## src/rtl/if_stage.sv

```systemverilog
// if_stage: instruction fetch stage. Holds the PC, issues word fetches over a
// valid/ready request channel and buffers in-order variable-latency responses.
// Ports: clk, rst (sync, active-high); imem_req_valid/ready/addr (request);
// imem_rsp_valid/data (response, no backpressure); redirect_valid/pc (PC
// redirect); stall (decode hold); valid_out/inst_out/pc_out (to decode);
// misalign_err (sticky misaligned-redirect flag).
// Optional macro IF_MISALIGN_CHECK_EN: flag misaligned redirects, halt fetch.
module if_stage #(
    parameter int                    DATA_WIDTH = 32,
    parameter int                    ADDR_WIDTH = 32,
    parameter logic [ADDR_WIDTH-1:0] RESET_PC   = '0,
    parameter int                    BUF_DEPTH  = 2
) (
    input  logic                  clk,
    input  logic                  rst,
    output logic                  imem_req_valid,
    input  logic                  imem_req_ready,
    output logic [ADDR_WIDTH-1:0] imem_req_addr,
    input  logic                  imem_rsp_valid,
    input  logic [DATA_WIDTH-1:0] imem_rsp_data,
    input  logic                  redirect_valid,
    input  logic [ADDR_WIDTH-1:0] redirect_pc,
    input  logic                  stall,
    output logic                  valid_out,
    output logic [DATA_WIDTH-1:0] inst_out,
    output logic [ADDR_WIDTH-1:0] pc_out,
    output logic                  misalign_err
);
    localparam int PW = $clog2(BUF_DEPTH);
    localparam int CW = $clog2(BUF_DEPTH) + 1;
    localparam logic [ADDR_WIDTH-1:0] ALIGN_MASK = ~ADDR_WIDTH'(3);

    typedef enum logic {
        RUN,
        DRAIN
    } state_t;

    state_t state, state_nxt;

    logic [ADDR_WIDTH-1:0] pc;
    logic [CW-1:0]         outstanding;
    logic [CW-1:0]         drop_cnt, drop_nxt;
    logic [CW-1:0]         rf_count;
    logic [PW-1:0]         pf_wr, pf_rd;
    logic [PW-1:0]         rf_wr, rf_rd;

    logic [ADDR_WIDTH-1:0] pf_mem  [BUF_DEPTH];
    logic [DATA_WIDTH-1:0] rf_inst [BUF_DEPTH];
    logic [ADDR_WIDTH-1:0] rf_pc   [BUF_DEPTH];

    logic          halted;
    logic          req_fire;
    logic          rsp_keep;
    logic          out_free;
    logic          rf_empty;
    logic          bypass;
    logic          rf_push;
    logic          rf_pop;
    logic          credit_ok;
    logic [CW:0]   in_use;
    logic [ADDR_WIDTH-1:0] rsp_pc;

`ifdef IF_MISALIGN_CHECK_EN
    logic misalign_set;

    assign misalign_set = redirect_valid && (redirect_pc[1:0] != 2'b00);

    always_ff @(posedge clk) begin
        if (rst) begin
            misalign_err <= 1'b0;
        end else if (misalign_set) begin
            misalign_err <= 1'b1;
        end
    end

    assign halted = misalign_err;
`else
    assign misalign_err = 1'b0;
    assign halted       = 1'b0;
`endif

    // Every outstanding request owns a response-FIFO slot, so the FIFO
    // can never overflow even when decode stalls indefinitely.
    assign in_use    = {1'b0, outstanding} + {1'b0, rf_count};
    assign credit_ok = in_use < (CW+1)'(BUF_DEPTH);

    assign imem_req_valid = !rst && credit_ok && !redirect_valid && !halted;
    assign imem_req_addr  = pc;
    assign req_fire       = imem_req_valid && imem_req_ready;

    assign rsp_pc   = pf_mem[pf_rd];
    assign out_free = !valid_out || !stall;
    assign rf_empty = (rf_count == '0);
    assign bypass   = rsp_keep && out_free && rf_empty;
    assign rf_push  = rsp_keep && !bypass;
    assign rf_pop   = out_free && !rf_empty && !redirect_valid;

    // Responses to the old stream are recognised purely by arrival order:
    // the first drop_cnt responses after a redirect are discarded.
    always_comb begin
        drop_nxt  = drop_cnt;
        rsp_keep  = 1'b0;
        if (redirect_valid) begin
            drop_nxt = outstanding - CW'(imem_rsp_valid);
        end else if (imem_rsp_valid) begin
            unique case (state)
                RUN:   rsp_keep = 1'b1;
                DRAIN: drop_nxt = drop_cnt - CW'(1);
                default: rsp_keep = 1'b0;
            endcase
        end
        state_nxt = (drop_nxt != '0) ? DRAIN : RUN;
    end

    always_ff @(posedge clk) begin
        if (rst) begin
            state <= RUN;
        end else begin
            state <= state_nxt;
        end
    end

    always_ff @(posedge clk) begin
        if (req_fire) begin
            pf_mem[pf_wr] <= pc;
        end
        if (rf_push) begin
            rf_inst[rf_wr] <= imem_rsp_data;
            rf_pc[rf_wr]   <= rsp_pc;
        end
    end

    always_ff @(posedge clk) begin
        if (rst) begin
            pc          <= RESET_PC;
            outstanding <= '0;
            drop_cnt    <= '0;
            pf_wr       <= '0;
            pf_rd       <= '0;
            rf_wr       <= '0;
            rf_rd       <= '0;
            rf_count    <= '0;
            valid_out   <= 1'b0;
            inst_out    <= '0;
            pc_out      <= '0;
        end else begin
            drop_cnt    <= drop_nxt;
            outstanding <= outstanding + CW'(req_fire)
                         - CW'(imem_rsp_valid);
            if (req_fire) begin
                pf_wr <= pf_wr + PW'(1);
            end
            if (imem_rsp_valid) begin
                pf_rd <= pf_rd + PW'(1);
            end
            if (redirect_valid) begin
                pc        <= redirect_pc & ALIGN_MASK;
                rf_wr     <= '0;
                rf_rd     <= '0;
                rf_count  <= '0;
                valid_out <= 1'b0;
            end else begin
                if (req_fire) begin
                    pc <= pc + ADDR_WIDTH'(4);
                end
                if (rf_push) begin
                    rf_wr <= rf_wr + PW'(1);
                end
                if (rf_pop) begin
                    rf_rd <= rf_rd + PW'(1);
                end
                rf_count <= rf_count + CW'(rf_push) - CW'(rf_pop);
                if (out_free) begin
                    unique case (1'b1)
                        rf_pop: begin
                            valid_out <= 1'b1;
                            inst_out  <= rf_inst[rf_rd];
                            pc_out    <= rf_pc[rf_rd];
                        end
                        bypass: begin
                            valid_out <= 1'b1;
                            inst_out  <= imem_rsp_data;
                            pc_out    <= rsp_pc;
                        end
                        default: valid_out <= 1'b0;
                    endcase
                end
            end
        end
    end

endmodule

```

## config.mk

```make
export PLATFORM = sky130hd
export DESIGN_NAME = if_stage
export DESIGN_NICKNAME = d
export VERILOG_FILES = /design/src/rtl/if_stage.sv
export SDC_FILE = /design/constraint.sdc
export NUM_CORES = 1
export LEC_CHECK = 0
export BUFFER_PORTS_ARGS = -buffer_cell sky130_fd_sc_hd__buf_4
export CORE_ASPECT_RATIO = 1.25
export CORE_UTILIZATION = 50
export CTS_CLUSTER_DIAMETER = 50
export DETAILED_ROUTE_END_ITERATION = 10
export GPL_TIMING_DRIVEN = 0
export PLACE_DENSITY = 0.68
export SLEW_MARGIN = 20
export SYNTH_ARGS = -nofsm -noshare
export SYNTH_HDL_FRONTEND = slang
export SYNTH_SLANG_ARGS = --single-unit
```

## constraint.sdc

```tcl
create_clock -name clk -period 4.64 [get_ports clk]
set_input_delay 0 -clock clk [delete_from_list [all_inputs] [get_ports clk]]
set_output_delay 0 -clock clk [all_outputs]
set_load 0.02 [all_outputs]
```

==> Implementation_results.wiki <==
{| class="wikitable"
! Metric !! Value
|-
| Endpoint of the worst hold-timing path || imem_req_addr[30]$_SDFFE_PP0P_
|-
| Setup slack of the worst register-to-register path || 1.38 ns
|-
| Synthesized instance count || 950
|-
| Register-to-Register Path Depth || 8
|-
| Synthesis-stage register bit count || 290
|-
| Hpwl dp || 19900 um
|-
| Routed vias/inst || 5.79
|-
| Routed length per placed instance || 19.6 um
|-
| Fraction of the core area covered by cells at the end of the flow || 0.661
|-
| Total iterations of the first detailed-routing run || 5
|-
| Number of distinct library cell variants in the gate-level netlist after synthesis || 60
|-
| Global router's overall resource usage || 0.247
|-
| Reg2reg end || imem_req_addr[31]$_SDFFE_PP0P_
|-
| Routed WL || 30000 um
|-
| Placed Cells || 1408
|-
| Clock period minus worst slack || 3.26 ns
|-
| Maximum vdd drop || 318 uV
|-
| Final setup violation count || 0
|-
| LEAKAGE || 0.00528 uW
|-
| Overflow left after global routing || 0
|-
| Worst-Margin Slew || 0.998 ns
|-
| Cell family with most CP delay || simple AND/OR/NAND/NOR gates
|-
| Setup bufs post-CTS || 0
|-
| Max-slew violation total from the final report || 0
|-
| Starting density of the core || 0.512
|-
| Vias after detailed routing || 8843
|-
| Num CTS Buffers || 28
|-
| Maximum count of clock buffers along a single path || 3
|-
| Synthesized area per cell || 12.5 um2
|-
| Pre-CTS setup slack || 1.45 ns
|-
| Final period utilization || 0.702
|-
| Post-Synthesis Cell Area || 11800 um2
|-
| Critical path launch point type || register
|-
| Starting DRC count in detailed routing || 453
|-
| Result of the run || complete, no violations
|-
| Share of synthesized area occupied by flip-flops and latches || 0.646
|-
| Worst Hold Launch || rst
|-
| Antenna violations before repair || 0
|-
| CP cell instances || and2_1, fa_1, or3b_1, buf_2, or4_1, o21ai_0, o221ai_1, dlygate4sd3_1
|-
| Area growth from synthesis to layout || 28.9%
|-
| Unrepaired setup endpoints after global routing || false
|-
| Number of warnings reported in the yosys synthesis log || 0
|-
| Hold crit path type || in2reg
|-
| Chip Width || 140 um
|-
| Die height || 174 um
|-
| Top-Level Pins || 169
|-
| Number of antenna repair diodes || 0
|-
| Net count of the finished layout || 1295
|-
| Share of async-settable or async-resettable flops after synthesis || 0
|-
| Count of buffers from port buffering || 160
|-
| Main synth FF type || edfxtp_1
|-
| Highest net fanout along the worst path || 7
|-
| Worst setup margin || 1.38 ns
|-
| Critical path data required time || 5.06 ns
|-
| Cell at the root of the clock tree || clkbuf_16
|-
| TritonCTS clock tree || yes
|-
| Fin Hold WS || 0.0735 ns
|-
| Total chip power || 5880 uW
|-
| Routed Antenna Nets || 0
|-
| Crit path max-delay cell type || fa_1
|-
| Depth of the worst hold-timing path || 4
|-
| Clock transition time at the flip-flop clock pins of the worst setup and hold paths || 0.06 ns
|-
| Total number of placement rows || 62
|-
| Final number of hold-violating endpoints || 0
|-
| Vias in the first global route || 8729
|-
| H-tree depth || 1
|-
| # DRC || 0
|-
| PwrDens || 385 nW/um2
|-
| Largest clock skew in the final design || 0.0159 ns
|-
| Number of standard cells in the final layout excluding fillers || 1528
|-
| Type of the worst setup path || reg2reg
|-
| Peak clock frequency supported by timing || 307 MHz
|-
| Area of the die || 24300 um2
|-
| Pin count of the biggest net entering global routing || 43
|-
| Number of synthesized flops with an enable pin || 184
|-
| Relative slew slack || 0.332
|-
| Arrival time reported for the critical path endpoint || 3.68 ns
|-
| Number of clock sinks || 290
|-
| Capturing element type of the critical path || register
|-
| Share of cells above drive strength 1 || 0.218
|-
| CTS resizes || 0
|-
| Insertion delay of the later-clocked pin in the worst-skew pair || 0.53 ns
|-
| Global-route wire length before repair || 46800 um
|-
| Count of maximum capacitance violations || 0
|-
| Crit-path max cell delay || 0.60 ns
|-
| Source of the worst register-to-register timing path || rf_count[0]$_SDFF_PP0_
|-
| Worst path buffer plus inverter count || 2
|-
| Post-cts hold buffer count || 68
|-
| Area inside the core boundary || 23100 um2
|-
| Final weighted congestion in routability-driven placement || 0.985
|}
==> worst max-delay path by stage <==
stage	from	endpoint	slack [ns]	cells past startpoint
6_report	rf_count[0]$_SDFF_PP0_	imem_req_addr[31]$_SDFFE_PP0P_	1.38	8
5_1_grt	rf_count[0]$_SDFF_PP0_	imem_req_addr[31]$_SDFFE_PP0P_	1.26	8
2_1_floorplan	state$_SDFF_PP0_	rf_inst[0][0]$_DFFE_PP_	0.59	4
3_5_place_dp	rf_count[0]$_SDFF_PP0_	pf_mem[0][28]$_DFFE_PP_	1.45	8
3_3_place_gp	redirect_valid	rf_pc[0][5]$_DFFE_PP_	-1.67	6
4_1_cts	rf_count[0]$_SDFF_PP0_	imem_req_addr[31]$_SDFFE_PP0P_	1.41	8
==> Yosys cell counts (10+ instances only) <==
cell type  count  share of area
a211oi_1      10         0.0063
a21oi_1       72          0.030
buf_1         10         0.0032
buf_2         11         0.0046
clkbuf_1      44          0.014
dfxtp_1      106           0.18
edfxtp_1     184           0.47
inv_1         15         0.0048
mux2_2        31          0.029
mux2i_1       62          0.052
nand2_1       80          0.025
nand3_1       78          0.033
nand4_1       15         0.0079
nor2_1        37          0.012
o211ai_1      66          0.042
xnor2_1       11         0.0081
==> placed cells by master, fill, tap and decap left out, drive strengths merged, types with 2 or more instances in the layout <==
cell and instances:
buf 194, edfxtp 184, dfxtp 106, clkbuf 82, nand2 80, nand3 78
a21oi 72, dlygate4sd3 68, o211ai 66, mux2i 62, nor2 38, mux2 31
inv 17, nand4 16, xnor2 11, a211oi 10, and4 9, a311oi 8
xor2 8, and2 7, or4 6, ha 6, nor4 6, nor3 5
o21ai 5, a31oi 5, conb 5, and3 5, o31ai 4, bufinv 4
clkinv 4, clkinvlp 4, nor3b 4, a21boi 3, o31a 3, a2111oi 3
or3 2, o21bai 2, nand2b 2
==> metal layers <==
| metal | GRT usage | vias to the layer above | wire, um |
|---|---|---|---|
| li1 | - | 4133 | - |
| met1 | 0.309 | 4303 | 11900 |
| met2 | 0.444 | 348 | 15300 |
| met3 | 0.0300 | 59 | 2050 |
| met4 | 0.0774 | 0 | 677 |
| met5 | 0 | - | 0 |
==> cell type report <==
cell class                      count  area, um2
Fill cell                        1789       7850
Sequential cell                   290       7650
Multi-Input combinational cell    577       3860
Timing Repair Buffer              234       2050
Clock buffer                       38        800
Tap cell                          288        360
Buffer                             72        314
Clock inverter                     14        185
Inverter                           15       56.3
==> cell families (layout without fill, tap and decap cells) <==
| family | Yosys count | after routing | synth area share |
|---|---|---|---|
| AO/OA/AOI/OAI | 189 | 189 | 0.106 |
| adder cells (fa/ha/maj) | 7 | 7 | 0.00803 |
| other | 1 | 5 | 0.000317 |
| flip-flops | 290 | 290 | 0.646 |
| XOR/XNOR | 19 | 19 | 0.0140 |
| AND/OR/NAND/NOR | 264 | 264 | 0.113 |
| buffers and inverters | 87 | 373 | 0.0313 |
| multiplexers | 93 | 93 | 0.0819 |
==> report_power, final <==
| group | switching, uW | internal (uW) | leakage [uW] |
|---|---|---|---|
| clock | 948 | 1430 | 0.000466 |
| combinational | 325 | 264 | 0.00227 |
| sequential | 79.0 | 2830 | 0.00254 |
==> metrics by stage <==
step                      setup TNS, ns  instance area [um2]
after global placement          -103.91                13400
after global routing                  0                15300
after CTS                             0                15300
final                                 0                15300
after detailed placement              0                13600
after floorplan                       0                11900
==> worst min-delay path, cell delays in order <==
cell and delay (ns):
clkbuf_1 0.22, nand2b_1 0.15, a311o_1 0.10, o211ai_1 0.08
==> flip-flops by register name (all words and copies together) (netlist names), named ones only <==
register / count
state: 1
inst_out: 32
pf_wr: 1
pf_mem: 60
pc_out: 30
rf_count: 2
valid_out: 1
pf_rd: 1
rf_wr: 1
rf_inst: 64
rf_pc: 60
outstanding: 2
rf_rd: 1
drop_cnt: 2
imem_req_addr: 30
Note: power is estimated with default switching activity, not from simulation.
